$ cat src/rtl/wb_register_file_if.sv
// rtl/wb_register_file_if.sv - MEM/WB write-back and ID read-port bundle for wb_register_file
interface wb_register_file_if;
  logic        RegWrite_i;
  logic        MemtoReg_i;
  logic [31:0] ALUResult_i;
  logic [31:0] Memdata_i;
  logic [4:0]  RDaddr_i;
  logic [4:0]  RS1addr_i;
  logic [4:0]  RS2addr_i;
  logic [31:0] RS1data_o;
  logic [31:0] RS2data_o;
  logic [31:0] WBdata_o;
  logic        WBen_o;
  logic [31:0] WBcount_o;

  modport master (
    output RegWrite_i, MemtoReg_i, ALUResult_i, Memdata_i,
    output RDaddr_i, RS1addr_i, RS2addr_i,
    input  RS1data_o, RS2data_o, WBdata_o, WBen_o, WBcount_o
  );

  modport slave (
    input  RegWrite_i, MemtoReg_i, ALUResult_i, Memdata_i,
    input  RDaddr_i, RS1addr_i, RS2addr_i,
    output RS1data_o, RS2data_o, WBdata_o, WBen_o, WBcount_o
  );
endinterface

$ cat src/rtl/wb_register_file.sv
// rtl/wb_register_file.sv - write-back select, 32x32 register file with write-through bypass, commit counter
module wb_register_file (
  input  logic                clk_i,
  input  logic                rst_i,
  wb_register_file_if.slave   bus
);

  logic [31:0] regs_q [32];
  logic [31:0] wbcount_q, wbcount_d;
  logic [31:0] wbdata;
  logic        wben;
  logic [31:0] rs1data, rs2data;

  assign wbdata = bus.MemtoReg_i ? bus.Memdata_i : bus.ALUResult_i;
  assign wben   = bus.RegWrite_i && (bus.RDaddr_i != 5'd0);

  assign wbcount_d = wben ? wbcount_q + 32'd1 : wbcount_q;

  // Entry 0 is never written, so it stays zero from reset onward.
  always_ff @(posedge clk_i or posedge rst_i) begin
    if (rst_i) begin
      for (int i = 0; i < 32; i++) begin
        regs_q[i] <= '0;
      end
      wbcount_q <= '0;
    end else begin
      if (wben) begin
        regs_q[bus.RDaddr_i] <= wbdata;
      end
      wbcount_q <= wbcount_d;
    end
  end

  // x0 check comes first so a bypass can never leak a value onto x0.
  always_comb begin
    rs1data = '0;
    if (bus.RS1addr_i != 5'd0) begin
      if (wben && (bus.RS1addr_i == bus.RDaddr_i)) begin
        rs1data = wbdata;
      end else begin
        rs1data = regs_q[bus.RS1addr_i];
      end
    end
  end

  always_comb begin
    rs2data = '0;
    if (bus.RS2addr_i != 5'd0) begin
      if (wben && (bus.RS2addr_i == bus.RDaddr_i)) begin
        rs2data = wbdata;
      end else begin
        rs2data = regs_q[bus.RS2addr_i];
      end
    end
  end

  assign bus.RS1data_o = rs1data;
  assign bus.RS2data_o = rs2data;
  assign bus.WBdata_o  = wbdata;
  assign bus.WBen_o    = wben;
  assign bus.WBcount_o = wbcount_q;

endmodule

$ cat src/flat_wrapper.sv
// flat-port wrapper written by rule: the top's interface ports become plain ports
module wb_register_file_flat 
  (clk_i, rst_i, bus_RegWrite_i, bus_MemtoReg_i, bus_ALUResult_i, bus_Memdata_i, bus_RDaddr_i, bus_RS1addr_i, bus_RS2addr_i, bus_RS1data_o, bus_RS2data_o, bus_WBdata_o, bus_WBen_o, bus_WBcount_o);
  wb_register_file_if bus_i ();
  input  logic clk_i;
  input  logic rst_i;
  input wire logic [$bits(bus_i.RegWrite_i)-1:0] bus_RegWrite_i;
  input wire logic [$bits(bus_i.MemtoReg_i)-1:0] bus_MemtoReg_i;
  input wire logic [$bits(bus_i.ALUResult_i)-1:0] bus_ALUResult_i;
  input wire logic [$bits(bus_i.Memdata_i)-1:0] bus_Memdata_i;
  input wire logic [$bits(bus_i.RDaddr_i)-1:0] bus_RDaddr_i;
  input wire logic [$bits(bus_i.RS1addr_i)-1:0] bus_RS1addr_i;
  input wire logic [$bits(bus_i.RS2addr_i)-1:0] bus_RS2addr_i;
  output wire logic [$bits(bus_i.RS1data_o)-1:0] bus_RS1data_o;
  output wire logic [$bits(bus_i.RS2data_o)-1:0] bus_RS2data_o;
  output wire logic [$bits(bus_i.WBdata_o)-1:0] bus_WBdata_o;
  output wire logic [$bits(bus_i.WBen_o)-1:0] bus_WBen_o;
  output wire logic [$bits(bus_i.WBcount_o)-1:0] bus_WBcount_o;
  assign bus_i.RegWrite_i = bus_RegWrite_i;
  assign bus_i.MemtoReg_i = bus_MemtoReg_i;
  assign bus_i.ALUResult_i = bus_ALUResult_i;
  assign bus_i.Memdata_i = bus_Memdata_i;
  assign bus_i.RDaddr_i = bus_RDaddr_i;
  assign bus_i.RS1addr_i = bus_RS1addr_i;
  assign bus_i.RS2addr_i = bus_RS2addr_i;
  assign bus_RS1data_o = bus_i.RS1data_o;
  assign bus_RS2data_o = bus_i.RS2data_o;
  assign bus_WBdata_o = bus_i.WBdata_o;
  assign bus_WBen_o = bus_i.WBen_o;
  assign bus_WBcount_o = bus_i.WBcount_o;
  wb_register_file u_core (.clk_i(clk_i), .rst_i(rst_i), .bus(bus_i));
endmodule
$ cat config.mk
export PLATFORM = sky130hd
export DESIGN_NAME = wb_register_file_flat
export DESIGN_NICKNAME = d
export VERILOG_FILES = /design/src/rtl/wb_register_file_if.sv /design/src/rtl/wb_register_file.sv /design/src/flat_wrapper.sv
export SDC_FILE = /design/constraint.sdc
export NUM_CORES = 2
export LEC_CHECK = 0
export ABC_AREA = 0
export BUFFER_PORTS_ARGS = -buffer_cell sky130_fd_sc_hd__buf_2
export CORE_MARGIN = 5
export CORE_UTILIZATION = 25
export DETAILED_ROUTE_END_ITERATION = 10
export PLACE_DENSITY = 0.44
export SYNTH_ARGS = -nofsm -noshare
export SYNTH_HDL_FRONTEND = slang
export SYNTH_SLANG_ARGS = --single-unit
$ cat constraint.sdc
create_clock -name clk_i -period 40.2 [get_ports clk_i]
set_clock_uncertainty 0.1 [all_clocks]
set_input_delay 6.03 -clock clk_i [delete_from_list [all_inputs] [get_ports clk_i]]
set_output_delay 6.03 -clock clk_i [all_outputs]
set_load 0.05 [all_outputs]
==> reports/qor.yml <==
numCtsBuffers: 132
cts_sinks: 1056
drive_gt1_frac: 0.2267
overflow: 0
syn_area_um2: 55290
fillers: 22842
cts_hold_buf: 0
finalHoldViolCount: 0
die_x_um: 480.3
insertion_delay_ns: 0.78
wirelength_mm: 214.8
syn-num-nets: 5050
synth_cells: 4966
path_clk_slew_ns: 0.05
min_path_type: "flop to flop"
slew_headroom: 0.1863
synth_edf_count: 0
place_ws_ns: 23.15
post_cts_resized: 0
layout.nets: 4992
initial_core_util: 0.2514
synthesis.area_per_instance_um2: 11.13
async_flop_share: 1.000
top_level_ports: 212
grt_max_degree: 174
fin_ws_ns: 23.21
worst_pin_slew_ns: 1.218
timing.hold.ws_ns: 0.2929
drt_first_pass_iters: 5
startpoint_type: "input pin"
fin_crit_sh: 0.4227
cp_num_buf_inv: 5
pwr-share-clk: 0.357
gp_congestion: 0.7817
synth-seq-cells: 1056
cp.required_ns: 34.07
p_sw_mw: 1.099
p_sw_frac: 0.3181
timing.fmax_ghz: 0.05886
die_h_um: 480.3
rows: 172
power.density_nw_per_um2: 54.26
cts_root_buf: "clkbuf_16"
grt_pass1_wl_mm: 309.9
drt_iter0_markers: 3501
drc: 0
synthToLayoutAreaGrowth_pct: 15.20
period_minus_slack_ns: 16.99
crit_type: "input pin to output port"
vias: 40865
core_area_um2: 219900
critPathSlowestCell: "buf_4"
max-vdd-ir-drop_v: 0.00004364
yosysSeqAreaShare: 0.4779
ys_warn_count: 0
antenna_found_initial: 8
ant_nets: 0
post-cts-setup-buffers: 0
drt-vias-per-instance: 5.124
setup.worst_path.end_class: "output port"
portBuffers: 211
dieArea_um2: 230700
p_seq_frac: 0.420
cts_max_path_buffers: 3
setup_tns_ns: 0
critPathTopFamily: "buffers and inverters"
synth_ff_type: "dfrtp_1"
synth.distinct_cells: 64
dpl.hpwl_mm: 124.1
rsz0062_at_grt: "false"
path_cells: "buf_8 > buf_12 > buf_4 > buf_4 > mux4_2 > mux4_2 > nor2_1 > a31oi_1 > a22o_1 > buf_2"
comb_power_share: 0.223
slowest_delay_ns: 0.83
cts_tree: "built"
arrival_ns: 10.86
htree_levels: 4
run_status: "complete, no violations"
wl_per_cell_um: 26.93
drv_slew: 0
cap_violations: 0
p_leak_nw: 26.92
finalSetupViolations: 0
grt_use_total: 0.1839
first_global_vias: 41363
crit_fanout: 84
p_int_mw: 2.357
## cells in the final DEF, fill, tap and decap left out, types with 25 or more instances in the layout
master,synthesis,layout
buf_2,80,202
inv_1,51,48
mux2i_1,288,256
buf_4,31,125
clkbuf_1,370,25
nor2_1,443,430
o21ai_0,653,651
dfrtp_1,1056,1056
o22ai_1,43,43
clkbuf_16,0,133
nand2_1,669,657
nand3_1,32,29
a221oi_1,63,63
mux4_2,481,481
a21oi_1,409,409
xnor2_1,31,31
## synth_stat cells, types with 4 or more instances
cell | n | share of area
nor3_1 | 6 | 0.00054
and2_1 | 7 | 0.00079
mux2i_1 | 288 | 0.052
buf_1 | 16 | 0.0011
and4_1 | 8 | 0.0013
nand2b_1 | 7 | 0.00079
o21ai_0 | 653 | 0.059
o31ai_1 | 12 | 0.0016
mux2_2 | 11 | 0.0022
buf_2 | 80 | 0.0072
nand3b_1 | 8 | 0.0011
xor2_1 | 10 | 0.0016
a31oi_1 | 7 | 0.00079
a22oi_1 | 8 | 0.0011
or3_1 | 6 | 0.00068
xnor2_1 | 31 | 0.0049
nand2_1 | 669 | 0.045
clkbuf_1 | 370 | 0.025
buf_4 | 31 | 0.0042
inv_1 | 51 | 0.0035
or2_2 | 8 | 0.00091
mux4_2 | 481 | 0.20
nand3_1 | 32 | 0.0029
a221oi_1 | 63 | 0.010
dfrtp_1 | 1056 | 0.48
o21a_1 | 4 | 0.00054
nor2b_1 | 7 | 0.00079
o221ai_1 | 12 | 0.0019
o211ai_1 | 6 | 0.00081
nand4_1 | 8 | 0.00091
a211oi_1 | 19 | 0.0026
o22ai_1 | 43 | 0.0049
buf_6 | 30 | 0.0061
and3_1 | 10 | 0.0011
a21oi_1 | 409 | 0.037
nor2_1 | 443 | 0.030
a221o_1 | 18 | 0.0033
## per-layer routing
| metal | vias up | wire length, um | track usage |
|---|---|---|---|
| met5 | - | 13 | 0 |
| met4 | 2 | 6783 | 0.05907 |
| li1 | 17912 | - | - |
| met1 | 21376 | 94280 | 0.2502 |
| met3 | 309 | 12460 | 0.03235 |
| met2 | 1266 | 101300 | 0.2982 |
## path summary, 6_finish.rpt
kind	from	to	slack, ns	depth (start not counted)
setup / recovery	bus_RS2addr_i[0]	bus_RS2data_o[31]	23.21	10
hold / removal	u_core.regs_q[998]	u_core.regs_q[998]	0.29	0
setup reg to reg	u_core.bus.WBcount_o[0]	u_core.bus.WBcount_o[26]	37.63	6
hold reg to reg	u_core.regs_q[998]	u_core.regs_q[998]	0.29	0
max in group asynchronous	rst_i	u_core.regs_q[715]	30.72	6
min in group asynchronous	rst_i	u_core.bus.WBcount_o[6]	5.29	2
## cell families (layout without fill, tap and decap cells)
kind of cell,Yosys count,count (layout),synth area share
mux,780,780,0.2503
fa+ha+maj,1,1,0.0002263
xor+xnor,41,41,0.006495
compound gates,1276,1276,0.1281
simple gates,1229,1229,0.08882
other cells,0,6,0
buf+inv,583,628,0.04809
flops,1056,1056,0.4779
## stage by stage
step | instances | util | total power [mW] | instance area (um^2)
after CTS | 7969 | 0.2895 | 3.488 | 63680
after global routing | 7971 | 0.2895 | 3.631 | 63680
after global placement | 7732 | 0.2693 | 2.221 | 59220
final | 7975 | 0.2896 | 3.456 | 63690
after floorplan | 4966 | - | 2.010 | 55290
after detailed placement | 7732 | 0.2693 | 2.242 | 59220
## cell type report
type / instances / area [um^2] / area share
well taps: 2958 / 3701 / 0.05811
repair buffers: 338 / 2141 / 0.03361
flip-flops and latches: 1056 / 26430 / 0.4149
inverters: 53 / 212.7 / 0.003340
diodes: 6 / 15.01 / 0.0002357
clock buffers: 181 / 3739 / 0.05870
clock inverters: 56 / 719.4 / 0.01130
multi-input cells: 3327 / 26740 / 0.4198
## power groups by stage
stage	Combinational, mW	Clock (mW)	Sequential (mW)
CTS	0.778	1.26	1.45
detailed placement	0.777	0	1.47
finish	0.769	1.23	1.45
global placement	0.764	0	1.46
global route	0.845	1.30	1.48
floorplan	0.579	0	1.43
## sequential cells by signal, indices dropped and copies added (netlist names)
register and flops:
u_core.regs_q 1024, u_core.bus.WBcount_o 32
(Power assumes the default switching activity.)
